**config.mk**
```make
export PLATFORM = sky130hd
export DESIGN_NAME = multicycle_sequencer
export DESIGN_NICKNAME = d
export VERILOG_FILES = /design/src/rtl/multicycle_sequencer.sv
export SDC_FILE = /design/constraint.sdc
export NUM_CORES = 1
export LEC_CHECK = 0
export BUFFER_PORTS_ARGS = -buffer_cell sky130_fd_sc_hd__buf_2
export CAP_MARGIN = 20
export CORE_MARGIN = 3
export CORE_UTILIZATION = 54
export CTS_CLUSTER_DIAMETER = 30
export CTS_CLUSTER_SIZE = 10
export DETAILED_ROUTE_END_ITERATION = 6
export MAX_ROUTING_LAYER = met4
export PLACE_DENSITY = 0.84
export SLEW_MARGIN = 20
export SYNTH_ARGS = -nofsm -noshare
export SYNTH_HDL_FRONTEND = slang
export SYNTH_SLANG_ARGS = --single-unit
```
**constraint.sdc**
```tcl
create_clock -name clk -period 2.8 [get_ports clk]
set_clock_uncertainty 0.05 [all_clocks]
set_input_delay 0.14 -clock clk [delete_from_list [all_inputs] [get_ports clk]]
set_output_delay 0.14 -clock clk [all_outputs]
set_load 0.005 [all_outputs]
```
**src/rtl/multicycle_sequencer.sv**
```systemverilog
// Multicycle instruction sequencer: FETCH -> DECODE -> (MEM) -> WB with req/ack
// memory handshakes, ebreak halt, bus-timeout fault and cycle/retire counters.
module multicycle_sequencer #(
    parameter int CNT_W   = 32,
    parameter int TO_W    = 8,
    parameter int TIMEOUT = 255
) (
    input  logic             clk,
    input  logic             rst_n,
    input  logic             en_i,
    input  logic             if_ack_i,
    input  logic             is_load_i,
    input  logic             is_store_i,
    input  logic             is_ebreak_i,
    input  logic             wb_en_i,
    input  logic             mem_ack_i,
    output logic             if_req_o,
    output logic             mem_req_o,
    output logic             mem_we_o,
    output logic             pc_wen_o,
    output logic             rf_wen_o,
    output logic             halt_o,
    output logic             fault_o,
    output logic [CNT_W-1:0] cycle_cnt_o,
    output logic [CNT_W-1:0] inst_cnt_o,
    output logic [2:0]       state_o
);

    typedef enum logic [2:0] {
        S_IDLE   = 3'd0,
        S_FETCH  = 3'd1,
        S_DECODE = 3'd2,
        S_MEM    = 3'd3,
        S_WB     = 3'd4,
        S_HALT   = 3'd5,
        S_FAULT  = 3'd6
    } state_t;

    // Last wait count before a still-unacknowledged request becomes a fault.
    localparam logic [TO_W-1:0] TO_LAST = TO_W'((TIMEOUT == 0) ? 0 : TIMEOUT - 1);

    state_t            state_q, state_d;
    logic              st_q, st_d;
    logic              wb_q, wb_d;
    logic [TO_W-1:0]   wait_q, wait_d;
    logic [CNT_W-1:0]  cycle_q, cycle_d;
    logic [CNT_W-1:0]  inst_q, inst_d;
    logic              timeout_hit;
    logic              active;

    assign timeout_hit = (TIMEOUT != 0) && (wait_q == TO_LAST);
    assign active = (state_q == S_FETCH) || (state_q == S_DECODE) ||
                    (state_q == S_MEM)   || (state_q == S_WB);

    always_comb begin
        state_d = state_q;
        st_d    = st_q;
        wb_d    = wb_q;
        wait_d  = wait_q;
        inst_d  = inst_q;
        cycle_d = active ? cycle_q + CNT_W'(1) : cycle_q;
        case (state_q)
            S_IDLE: begin
                if (en_i) begin
                    state_d = S_FETCH;
                    wait_d  = '0;
                end
            end
            S_FETCH: begin
                if (if_ack_i) begin
                    state_d = S_DECODE;
                end else if (timeout_hit) begin
                    state_d = S_FAULT;
                end else begin
                    wait_d = wait_q + TO_W'(1);
                end
            end
            S_DECODE: begin
                st_d = is_store_i;
                wb_d = wb_en_i;
                if (is_load_i && is_store_i) begin
                    state_d = S_FAULT;
                end else if (is_ebreak_i) begin
                    state_d = S_HALT;
                    inst_d  = inst_q + CNT_W'(1);
                end else if (is_load_i || is_store_i) begin
                    state_d = S_MEM;
                    wait_d  = '0;
                end else begin
                    state_d = S_WB;
                end
            end
            S_MEM: begin
                if (mem_ack_i) begin
                    state_d = S_WB;
                end else if (timeout_hit) begin
                    state_d = S_FAULT;
                end else begin
                    wait_d = wait_q + TO_W'(1);
                end
            end
            S_WB: begin
                state_d = S_FETCH;
                wait_d  = '0;
                inst_d  = inst_q + CNT_W'(1);
            end
            default: begin
                // HALT and FAULT are absorbing; only reset leaves them.
                state_d = state_q;
            end
        endcase
    end

    always_ff @(posedge clk or negedge rst_n) begin
        if (!rst_n) begin
            state_q <= S_IDLE;
            st_q    <= 1'b0;
            wb_q    <= 1'b0;
            wait_q  <= '0;
            cycle_q <= '0;
            inst_q  <= '0;
        end else begin
            state_q <= state_d;
            st_q    <= st_d;
            wb_q    <= wb_d;
            wait_q  <= wait_d;
            cycle_q <= cycle_d;
            inst_q  <= inst_d;
        end
    end

    assign if_req_o    = (state_q == S_FETCH);
    assign mem_req_o   = (state_q == S_MEM);
    assign mem_we_o    = (state_q == S_MEM) && st_q;
    assign pc_wen_o    = (state_q == S_WB);
    assign rf_wen_o    = (state_q == S_WB) && wb_q;
    assign halt_o      = (state_q == S_HALT);
    assign fault_o     = (state_q == S_FAULT);
    assign cycle_cnt_o = cycle_q;
    assign inst_cnt_o  = inst_q;
    assign state_o     = state_q;

endmodule

```
==> results <==
- The run finished with clean final reports.
- The routed wire length per instance is 14.2 um.
- After detailed routing, the number of remaining DRC violations is 0.
- Data on the critical path is required at its endpoint by 3000 ps.
- The iteration count of the initial detailed-routing pass is 4.
- The count of final setup violators is 0.
- The power density over the cells is 708 mW/mm2.
- The number of antenna violations at the first check in global routing came to 0.
- The number of diodes added for antenna fixing is 0.
- Of the total power, registers draw 47.0%.
- The clock tree root buffer cell is clkbuf_8.
- The category of the critical setup timing path is reg2reg.
- Net switching is 34.5% of the power.
- The number of violations of the max-capacitance limit is 0.
- The number of nets in the synthesized netlist is 378.
- For this run, the total global-route usage over all layers was measured as 20.8%.
- The die covers 0.00803 mm2.
- Summed over all layers, the global routing overflow is 0.
- Among all flip-flop cells after synthesis, the most frequent one is dfrtp_1.
- At the placement stage, the worst setup path has a slack of 485 ps.
- Hold is met by 95.1 ps.
- The utilization after layout is 68.3%.
- The commonest cells after synthesis are 77 x dfrtp_1, 37 x nand2_1, 37 x nor2_1, 34 x xnor2_1, 29 x xor2_1.
- Once detail routing completed, the nets flagged for antenna violations numbered 0.
- The met3 demand-to-capacity share in global routing is 3.10%.
- The net switching power is 1.10 mW.
- The mean post-synth cell area is 10.3 um2.
- In this run the core area contains 29 standard-cell rows.
- The post-route standard cell area excluding fillers is 0.00448 mm2.
- The critical path contains buffers and inverters numbering 0 combined.
- The worst hold path belongs to the class in2reg.
- At the pin with the least slew margin, the transition time is 921 ps.
- The layout net count is 467.
- STA classifies the critical path startpoint as a flip-flop.
- The wire-length estimate of the detail-placed layout is 5.73 mm.
- During I/O placement, the number of pins put on the boundary was 83.
- The met2 global-route usage is 33.0%.
- The number of global-route vias before repair came to 2809.
- The post-synthesis cell area is 0.00378 mm2.
- The starting density of the core is 57.5%.
- The minimum setup slack in the final design is 463 ps.
- The data arrival time of the critical path is 2540 ps.
- The worst vdd rail ir drop is 0.520 mV.
- The routed layout has 3011 vias.
- The area of placed instances is 0.00427 mm2.
- The number of buffers inserted by port buffering is 82.
- The cell count after placement is 534.
- The highest-delay cell along the critical path is dfrtp_1.
- Broken down by cell family, the worst path's largest delay share belongs to simple AND/OR/NAND/NOR gates.
- The clock passes through at most 2 buffers.
- Summing internal, switching and leakage power gives 3.18 mW.
- The clock network burns 25.9% of the power.
- The number of cells in the finished layout apart from fillers is 551.
- The number of failing hold endpoints at the final stage was 0.
- The wire length of the first global-routing pass is 12.8 mm.
- The via count normalized by instance count is 5.46.
- At the later pin of the worst-skew pair, clock insertion delay measures 340 ps.
- The filler cells instantiated in the layout total 513.
- On the worst path, the slowest cell contributes a delay of 640 ps.
- The number of CTS-inserted buffers is 9.
- In the final layout, the share of cells above drive strength 1 is 25.1%.
- The number of unique standard cell types used by synthesis is 49.
- From synthesis to final layout, the design area changed by 18.7%.
- TritonCTS built the clock tree.
- The final critical path takes up 83.5% of the cycle.
- The fmax is 0.428 GHz.
- Entering global routing, the biggest net connects 78 pins.
- The number of sinks on the clock net is 77.
- The area of the core is 0.00657 mm2.
- From bottom edge to top edge, the die measures 89.6 um.
- The number of standard cells after synthesis is 365.
- Internal power comes to 2.08 mW.
- The async set-or-reset flop fraction in the synthesized netlist is 100%.
- The worst path in the final design needs a cycle of 2340 ps, including I/O delays and setup.
- The worst pin sits at a relative slew slack of 38.6%.
- The die span in x is 89.6 um.
- The count of flip-flops with a built-in enable after synthesis is 0.
- During synthesis, Yosys emitted a total of 0 warnings.
- After synthesis the netlist holds a flip-flop and latch count of 77.
- met2 is the most crowded layer.
- The number of violations reported at the end of detailed-routing iteration 0 is 166.
- In this run the worst path has a maximum fanout of 18.
- The signal on the critical path passes through nand2b_1 > nor4_1 > or4b_1 > or2_4 > o31ai_2.
- The share of the Yosys chip area taken by registers is 51.0%.
- The worst setup path is captured at a flip-flop.
- The post-CTS setup buffer count is 0.
- The proportion of power drawn by combinational gates is 27.1%.
- The met1 track demand over resource in global routing is 27.0%.
- For this design the static power due to leakage is 2.28 nW.
- At the end of routability-driven placement, the weighted congestion stood at 0.901.
- The post-route setup TNS is 0 ps.
- The H-tree generated during clock tree synthesis spans 3 levels.
- Setup repair after global routing left no endpoint under its margin.
- In the post-synthesis netlist, the biggest area contributors are dfrtp_1 51%, xnor2_1 7.9%, xor2_1 6.7%.
- The clock transition at the registers of the reported paths is 80 ps.
- The most common cell in the synthesized netlist is dfrtp_1.
- The final count of pins violating max slew was 0.
- The biggest area consumer among synthesized cells is dfrtp_1.
- The total detailed-routing wirelength is 7.83 mm.
- In this run the biggest area consumer among cell types represents 51.0% of the synthesized area.
## layout make-up
class	count	area [um2]	share of cell area (%)
Sequential cell	77	1930	43.0
Multi-Input combinational cell	269	1760	39.3
Timing Repair Buffer	86	448	9.99
Clock buffer	11	141	3.15
Tap cell	93	116	2.59
Clock inverter	4	48.8	1.09
Inverter	11	41.3	0.921
## routing by layer
layer  part of all wire (%)  up-vias
met1                     45     1481
met3                    5.8        6
met5                      0        -
met4                   0.46        0
met2                     49       93
li1                       -     1431
## cell families after synthesis
group	after synthesis	synth area share [%]
compound gates	27	4.87
xor+xnor	63	14.6
fa+ha+maj	4	1.32
buf+inv	19	2.35
flops	77	51.0
mux	4	1.19
simple gates	171	24.6
## repair_timing
item | 4_1_cts | 5_1_grt
hold buffers | 2 | 0
endpoints found under the hold margin | 78 | 0
resized for setup | 0 | 0
## cells in the final DEF (no fill, tap or decap), types with 10 or more instances in the layout
cell and n:
nand2_1 37, clkbuf_8 10, dfrtp_1 77, nor3_1 12, xor2_1 29, nand3_1 23
nor2_1 37, nand4_1 18, inv_1 11, xnor2_1 34, buf_2 81
## power by group through the flow
stage          clock (mW)  sequential (mW)  combinational, mW
6_report            0.824             1.49              0.861
5_1_grt             0.888             1.52              0.953
4_1_cts             0.844             1.49              0.868
3_5_place_dp            0             1.51              0.865
3_3_place_gp            0             1.49              0.841
2_1_floorplan           0             1.42              0.636
## path summary, 6_finish.rpt
kind                       slack, ps                          end                         from  depth (start not counted)
max in group asynchronous       1680    inst_cnt_o[9]$_DFFE_PN0P_                        rst_n                          2
hold reg to reg                  410  cycle_cnt_o[31]$_DFFE_PN0P_  cycle_cnt_o[31]$_DFFE_PN0P_                          1
min in group asynchronous        410  cycle_cnt_o[12]$_DFFE_PN0P_                        rst_n                          2
setup / recovery                 460        wait_q[3]$_DFFE_PN0P_       state_o[2]$_DFFE_PN0P_                          5
hold / removal                   100             st_q$_DFFE_PN0P_                   is_store_i                          2
setup reg to reg                 460        wait_q[3]$_DFFE_PN0P_       state_o[2]$_DFFE_PN0P_                          5
## registers in the layout, summed over array words and instances, names as in the netlist
register,count
wait_q,8
state_o,3
wb_q,1
inst_cnt_o,32
st_q,1
cycle_cnt_o,32
(Power assumes the default switching activity.)
